<file path="config.mk">
export PLATFORM = sky130hd
export DESIGN_NAME = systolic_array_ctrl
export DESIGN_NICKNAME = d
export VERILOG_FILES = /design/src/rtl/systolic_array_ctrl.sv
export SDC_FILE = /design/constraint.sdc
export NUM_CORES = 1
export LEC_CHECK = 0
export CORE_MARGIN = 1.5
export CORE_UTILIZATION = 35
export DETAILED_ROUTE_END_ITERATION = 8
export SETUP_SLACK_MARGIN = 0.1
export SLEW_MARGIN = 20
export SYNTH_ARGS = -nofsm -noshare
export SYNTH_HDL_FRONTEND = slang
export SYNTH_SLANG_ARGS = --single-unit
</file>
<file path="constraint.sdc">
create_clock -name clk -period 56.4 [get_ports clk]
set_input_delay 11.28 -clock clk [delete_from_list [all_inputs] [get_ports clk]]
set_output_delay 11.28 -clock clk [all_outputs]
set_load 0.02 [all_outputs]
</file>
<file path="src/rtl/systolic_array_ctrl.sv">
// systolic_array_ctrl: skews operand steps into an NxN systolic array, drains the wavefront and streams result rows out
module systolic_array_ctrl #(
    parameter int N  = 4,
    parameter int KW = 16,
    parameter int W  = 16
) (
    input  logic                             clk,
    input  logic                             n_rst,
    input  logic                             cmd_valid,
    output logic                             cmd_ready,
    input  logic [KW-1:0]                    cmd_k,
    input  logic                             op_valid,
    output logic                             op_ready,
    input  logic [N*W-1:0]                   op_x,
    input  logic [N*W-1:0]                   op_w,
    output logic [N*W-1:0]                   arr_x,
    output logic [N*W-1:0]                   arr_w,
    output logic                             arr_start,
    output logic [((N > 1) ? $clog2(N) : 1)-1:0] arr_y_index,
    input  logic [N*W-1:0]                   arr_y,
    input  logic                             arr_stall,
    output logic                             res_valid,
    input  logic                             res_ready,
    output logic [N*W-1:0]                   res_data,
    output logic [((N > 1) ? $clog2(N) : 1)-1:0] res_row,
    output logic                             res_last,
    output logic                             busy,
    output logic                             done
);
    localparam int IW      = (N > 1) ? $clog2(N) : 1;
    localparam int DRAIN_N = 3 * N - 2;
    localparam int DW      = $clog2(DRAIN_N + 1);

    typedef enum logic [1:0] {IDLE, FEED, DRAIN, READ} state_t;

    state_t        state_q, state_d;
    logic [KW-1:0] k_q, k_d;
    logic [KW-1:0] step_q, step_d;
    logic [DW-1:0] drain_q, drain_d;
    logic [IW-1:0] row_q, row_d;
    logic          done_q, done_d;
    logic          start_q;
    logic          advance;

    assign advance     = !arr_stall && ((state_q == FEED && op_valid) || state_q == DRAIN);
    assign cmd_ready   = state_q == IDLE;
    assign busy        = state_q != IDLE;
    assign op_ready    = state_q == FEED && !arr_stall;
    assign res_valid   = state_q == READ;
    assign res_last    = state_q == READ && row_q == IW'(N - 1);
    assign res_row     = row_q;
    assign arr_y_index = row_q;
    assign res_data    = arr_y;
    assign arr_start   = start_q;
    assign done        = done_q;

    // state, counters and the registered start/done strobes
    always_ff @(posedge clk) begin
        if (n_rst) begin
            state_q <= IDLE;
            k_q     <= '0;
            step_q  <= '0;
            drain_q <= '0;
            row_q   <= '0;
            done_q  <= 1'b0;
            start_q <= 1'b0;
        end else begin
            state_q <= state_d;
            k_q     <= k_d;
            step_q  <= step_d;
            drain_q <= drain_d;
            row_q   <= row_d;
            done_q  <= done_d;
            start_q <= advance;
        end
    end

    // sequencing: accept command, count K steps, count 3N-2 drain advances, hand out N rows
    always_comb begin
        state_d = state_q;
        k_d     = k_q;
        step_d  = step_q;
        drain_d = drain_q;
        row_d   = row_q;
        done_d  = 1'b0;
        case (state_q)
            IDLE: if (cmd_valid) begin
                k_d     = cmd_k;
                step_d  = '0;
                row_d   = '0;
                state_d = (cmd_k != '0) ? FEED : READ;
            end
            FEED: if (advance) begin
                step_d = step_q + 1'b1;
                if (step_q == k_q - 1'b1) begin
                    state_d = DRAIN;
                    drain_d = '0;
                end
            end
            DRAIN: if (advance) begin
                drain_d = drain_q + 1'b1;
                if (drain_q == DW'(DRAIN_N - 1)) begin
                    state_d = READ;
                    row_d   = '0;
                end
            end
            READ: if (res_ready) begin
                if (row_q == IW'(N - 1)) begin
                    state_d = IDLE;
                    row_d   = '0;
                    done_d  = 1'b1;
                end else begin
                    row_d = row_q + 1'b1;
                end
            end
            default: state_d = IDLE;
        endcase
    end

    for (genvar i = 0; i < N; i++) begin : g_lane
        logic [W-1:0] x_q [0:i];
        logic [W-1:0] w_q [0:i];
        // lane i delays its operand by i extra stages; the head loads the operand while feeding, zero while draining
        always_ff @(posedge clk) begin
            if (n_rst) begin
                for (int d = 0; d <= i; d++) begin
                    x_q[d] <= '0;
                    w_q[d] <= '0;
                end
            end else if (advance) begin
                x_q[0] <= (state_q == FEED) ? op_x[i*W +: W] : '0;
                w_q[0] <= (state_q == FEED) ? op_w[i*W +: W] : '0;
                for (int d = 1; d <= i; d++) begin
                    x_q[d] <= x_q[d-1];
                    w_q[d] <= w_q[d-1];
                end
            end
        end
        assign arr_x[i*W +: W] = x_q[i];
        assign arr_w[i*W +: W] = w_q[i];
    end

endmodule

</file>
# Word level (Yosys, flattened, before mapping)
# Memory sizes are Yosys's and may differ from the RTL's.
# Cells that the tools add are included.
dict set report totals {
  memories 8
  register_bits 42
  mem_bits_rw 320
  elab_cells 130
  out_inout_bits 203
  input_bits 214
}
# memory words word_bits read_ports rd_ports_with_merged_regs wr line
set mem_list {}
lappend mem_list {{g_lane[3].w_q} 4 16 4 0 4 122} ;# logic [W-1:0] w_q [0:i];
lappend mem_list {{g_lane[3].x_q} 4 16 4 0 4 121} ;# logic [W-1:0] x_q [0:i];
lappend mem_list {{g_lane[2].w_q} 3 16 3 0 3 122}
lappend mem_list {{g_lane[2].x_q} 3 16 3 0 3 121}
lappend mem_list {{g_lane[1].w_q} 2 16 2 0 2 122}
lappend mem_list {{g_lane[1].x_q} 2 16 2 0 2 121}
lappend mem_list {{2 more memories} -- -- -- -- -- --}
dict set report op_classes {
  n_eq_ne 13
  addsub 4
  bitwise 20
  n_reduce_logical 20
  muxes 58
}
# operator n
set op_table {}
lappend op_table {{2-to-1 mux 16 bit} 30}
lappend op_table {{one-hot mux 16 bit (2 select lines)} 1}
lappend op_table {{OR reduction 16 bit} 2}
lappend op_table {{2-to-1 mux 2 bit} 13}
lappend op_table {{bitwise OR 1 bit} 18}
lappend op_table {{adder 16 x 1 -> 16 bit (second input constant)} 1}
lappend op_table {{== test 16 bit} 1}
lappend op_table {{nonzero test 16 bit} 1}
lappend op_table {{subtractor 16 x 1 -> 16 bit (second input constant)} 1}
lappend op_table {{2-to-1 mux 4 bit} 3}
lappend op_table {{2-to-1 mux 1 bit} 8}
lappend op_table {{inequality test 2 bit (second input constant)} 4}
lappend op_table {{one-hot mux 2 bit (4 select lines)} 1}
lappend op_table {{one-hot mux 4 bit (2 select lines)} 1}
lappend op_table {{AND reduction 7 bit} 1}
lappend op_table {{== test 2 bit (second input constant)} 3}
lappend op_table {{inequality test 2 x 1 -> 1 bit (second input constant)} 3}
lappend op_table {{one-hot mux 2 bit (3 select lines)} 1}
lappend op_table {{nonzero test 2 bit} 3}
lappend op_table {{AND reduction 5 bit} 1}
lappend op_table {{adder 4 x 1 -> 4 bit (second input constant)} 1}
lappend op_table {{== test 4 bit (second input constant)} 1}
lappend op_table {{logical AND 1 bit} 4}
lappend op_table {{AND reduction 4 bit} 1}
lappend op_table {{other kinds (10)} 11}

# Logic depth before layout (Yosys ltp)
dict set report logic_depth {
  depth_word 9
  mapped_depth 11
}

# Least setup slack after synthesis
# Ideal clock, no wire load.
dict set report synth_timing {
  path_kind {in2reg}
  start {input port op_valid}
  end {memory g_lane[0].w_q[0][0], enable pin}
  setup_time_ns 1.071
  path_stages 2
  slack_ns 29.310
  arrival_ns 26.020
  cell_sequence {a21oi_1 -> o21bai_1}
}
dict set report synth_between {
  elab_chain_len 8
}
# element line
set synth_rtl {}
lappend synth_rtl {{from (decl)} 12} ;# input logic op_valid,
lappend synth_rtl {{logical AND 1 bit *} 45} ;# assign advance = !arr_stall && ((state_q == FEED && op_valid) || state_q == DRAIN);
lappend synth_rtl {{logical OR 1 bit *} 45}
lappend synth_rtl {{logical AND 1 bit *} 45}
lappend synth_rtl {{2-to-1 mux 1 bit *} 130} ;# end else if (advance) begin
lappend synth_rtl {{2-to-1 mux 1 bit *} 125} ;# if (n_rst) begin
lappend synth_rtl {{2-to-1 mux 1 bit *} 132} ;# w_q[0] <= (state_q == FEED) ? op_w[i*W +: W] : '0;
lappend synth_rtl {{OR reduction 16 bit (no line)} --}
lappend synth_rtl {{2-to-1 mux 1 bit (no line) *} --}
lappend synth_rtl {{to (decl)} 122}
# Mark *: on every way between the ends. The rest lies on a longest branch, timed or not.

# Final worst setup path
dict set report layout_timing {
  start {input port arr_stall}
  end {output port op_ready}
}
dict set report layout_between {
  elab_chain_len 2
}
# element line
set layout_rtl {}
lappend layout_rtl {{from (decl)} 21} ;# input logic arr_stall,
lappend layout_rtl {{zero test 1 bit} 48} ;# assign op_ready = state_q == FEED && !arr_stall;
lappend layout_rtl {{logical AND 1 bit} 48}
lappend layout_rtl {{to (decl)} 13} ;# output logic op_ready,
# No other way between the ends.

==> metrics.md <==
| Metric | Value |
|---|---|
| Worst-Margin Slew | between 1 and 1.5 ns |
| Clock skew | between 0.01 and 0.015 ns |
| Number of port buffers | around 290 |
| Register area share after synthesis | roughly 66% |
| Synth warn | 0 |
| Wire length per cell | 16.1 µm |
| Largest net degree at the start of global routing | 322 |
| Crit path max-delay family | buffers and inverters |
| Synth unique cells | 58 |
| Slew margin rel. | 30.8% |
| Max-slew violations | 0 |
| Nets | between 1.5k and 2k |
| Critical path's slowest cell | clkdlybuf4s50_1 |
| Buf+Inv Stages, Crit Path | 2 |
| Mux cell area share after synthesis | less than 1% |
| Setup TNS | 0 ns |
| IO Count | approximately 420 |
| RSZ-0062 raised after global routing | no |
| Layout cells sized above 1 | slightly above 6% |
| CTS tree | done |
| CTS Buf Count | 42 |
| Starting Density | between 30% and 40% |
| Final setup vio count | 0 |
| Period Utilization, post-route | a little over two fifths |
| Worst R2R Path Depth | 7 |
| Critical-path cell list | clkdlybuf4s50_1 -> nor2b_1 -> clkdlybuf4s50_1 |
| Routed via count | slightly below 9k |
| Routed vias/inst | between 4 and 5 |
| Antenna violations before repair | 3 |
| Largest family of logic cells by synthesized area | simple AND/OR/NAND/NOR gates |
| Antenna-violating nets left | 0 |
| Rows | just under 80 |
| Crit path depth | 3 |
| Synth Register Bits | roughly 360 |
| Hold/Removal Path Class | reg -> reg |
| Final Critical Period | 23.89 ns |
| Total GRT Usage | between 10% and 20% |
| Die height | around 210 µm |
| Drt first pass iters | 4 |
| Remaining DRCs | 0 |
| Worst Path Class, Setup | in -> out |
| H-tree lvl count | 2 |
| Number of global-route vias before repair | 8607 |
| CP Launch Type | input pin |
| Placer Congestion | 0.829 |
| EDFF count, synth | 320 |
| Power density over the cells | about 37 nW/µm² |
| F_max | ~42 MHz |
| Root Driver | clkbuf_16 |
| Mapped Area | 15700 µm² |
| Mapped Cells | roughly 1.2k |
| Syn avg cell area | 13.1 µm² |
| Syn nets | roughly 1.4k |
| Delay of the slowest critical-path stage | between 0.6 and 0.7 ns |
| Status | completed |
| Final WL | around 31000 µm |
| VDD IR max | 0.0000220 V |
| Diodes inserted | 0 |
| Clk Latency, worst-skew pair | between 0.5 and 0.6 ns |
| Post-synth top area share | around three fifths |
| CP Data Arrival Time | about 13 ns |
| Clk buf depth | 3 |
| Post-synthesis xor/xnor area fraction | under 10% |
| # hold bufs at CTS | 0 |
| Req. time, crit path | between 40 and 50 ns |
| Ys flop type | edfxtp_1 |
| Grt ovf | 0 |
| Worst-path fanout max | 6 |
| Synth area leaders | edfxtp_1 61%, and2_1 7.8%, buf_4 7.7% |
| # clock sinks | between 300 and 400 |
| Hold Violations, Final | 0 |
| Hold path cells | 2 |
| Post-synth top area cell | edfxtp_1 |
| Initial DRC count | between 700 and 800 |
| LEAKAGE | about 7.5 nW |
| Area delta synth->final | 23.2% |
| First-pass GRT wire length | about 48000 µm |
| Adder-Cell Fraction of Synth Area | less than 1% |
| Hpwl dp | 20000 µm |
| DIE AREA | between 40000 and 50000 µm² |
| Post-CTS setup buffers | 0 |
| Die Width | approximately 210 µm |
| CTS clk-pin slew, worst paths | about 0.050 ns |
| Ys async rst share | 0% |
| Total core area | approximately 44000 µm² |
| Post-Synth Simple-Gate Area | about 18% |
| Most frequent CP cell | clkdlybuf4s50_1 |
| CTS resizes | 0 |
| Compound-Gate Fraction of Synth Area | between 2 and 3% |
| Critical Path End Type | output pin |
| Max Cap Viol | 0 |
| Final Util | a little over two fifths |
-- placed cells by master (no fill, tap or decap), drive strengths merged, types with 4 or more instances in the layout --
master,count
nor3,9
or4,5
xnor2,16
nand4,11
nor2b,4
nor2,33
buf,9
or3,4
nand3,7
clkbuf,52
ha,9
xor2,14
nor4,9
dfxtp,42
o21bai,4
o21ai,10
edfxtp,320
clkinv,15
and2,197
mux2i,5
nand2b,8
nand2,43
clkdlybuf4s50,288
bufinv,4
inv,17
and3,129
a21oi,29
-- Yosys cell counts, types with 8 or more instances --
cell,number
a21oi_1,29
and2_1,197
and3_1,129
buf_4,162
clkbuf_1,63
dfxtp_1,42
edfxtp_1,320
ha_1,9
inv_1,15
nand2_1,43
nand2b_1,8
nand4_1,10
nor2_1,33
nor3_1,9
nor4_1,8
o21ai_0,10
xnor2_1,16
xor2_1,14
-- sequential cells by signal, summed over array words and instances, names as in the netlist --
register,flops
done,1
g_lane.w_q,160
arr_start,1
g_lane.x_q,160
state_q,2
step_q,16
drain_q,4
arr_y_index,2
k_q,16
-- worst reg2reg max path: cells and delay by family (launching register included) --
family,cells,cell delay (ns)
compound gates,2,0.66
flops,1,0.33
buf+inv,4,2.09
fa+ha+maj,1,0.50
-- cells by family (layout without fill, tap and decap cells) --
group,after synthesis,count (layout)
xor+xnor,31,31
simple gates,474,474
mux,8,8
flops,362,362
fa+ha+maj,9,9
buf+inv,244,388
compound gates,68,68
-- layer usage --
layer	part of all wire, %	wire, µm	global-route usage, %	vias up
met1	44	13800	17.3	4235
li1	-	-	-	4283
met3	8.2	2560	5.28	53
met5	0.14	45	0.521	-
met2	45	14000	20.2	279
met4	2.3	719	4.34	6
-- metrics by stage --
step	setup slack (ns)	cell area, µm²	hold slack, ns	instances	total power [mW]
floorplan	29.31	15700	0.448	1196	0.436
global placement	32.54	18000	0.466	1854	0.454
detailed placement	32.50	18000	0.472	1854	0.457
CTS	32.50	19300	0.479	1930	0.726
global route	32.47	19400	0.520	1932	0.749
finish	32.51	19400	0.483	1932	0.716
-- worst paths after layout --
kind / startpoint / to / slack, ns
worst max-delay path: arr_stall / op_ready / 32.51
worst min-delay path: k_q[9] / k_q[9] / 0.48
worst max register to register: state_q[1] / g_lane[2].w_q[0][47] / 52.40
worst min register to register: k_q[9] / k_q[9] / 0.48
-- power breakdown --
group / leakage, nW / switching (mW) / total (mW) / internal (mW)
Sequential: 3.67 / 0.00858 / 0.331 / 0.323
Combinational: 3.12 / 0.0719 / 0.119 / 0.0468
Clock: 0.655 / 0.107 / 0.266 / 0.159
Total: 7.45 / 0.187 / 0.716 / 0.529
-- layout make-up --
| cell class | instances | area, µm² |
|---|---|---|
| clock buffer | 52 | 1110 |
| clock inverter | 24 | 249 |
| fill | 3982 | 24900 |
| inverter | 15 | 56.3 |
| multi-input combinational | 590 | 3760 |
| sequential | 362 | 10500 |
| tap | 592 | 741 |
| timing repair buffer | 297 | 3000 |
No activity file was read; power rests on OpenSTA's default activity.
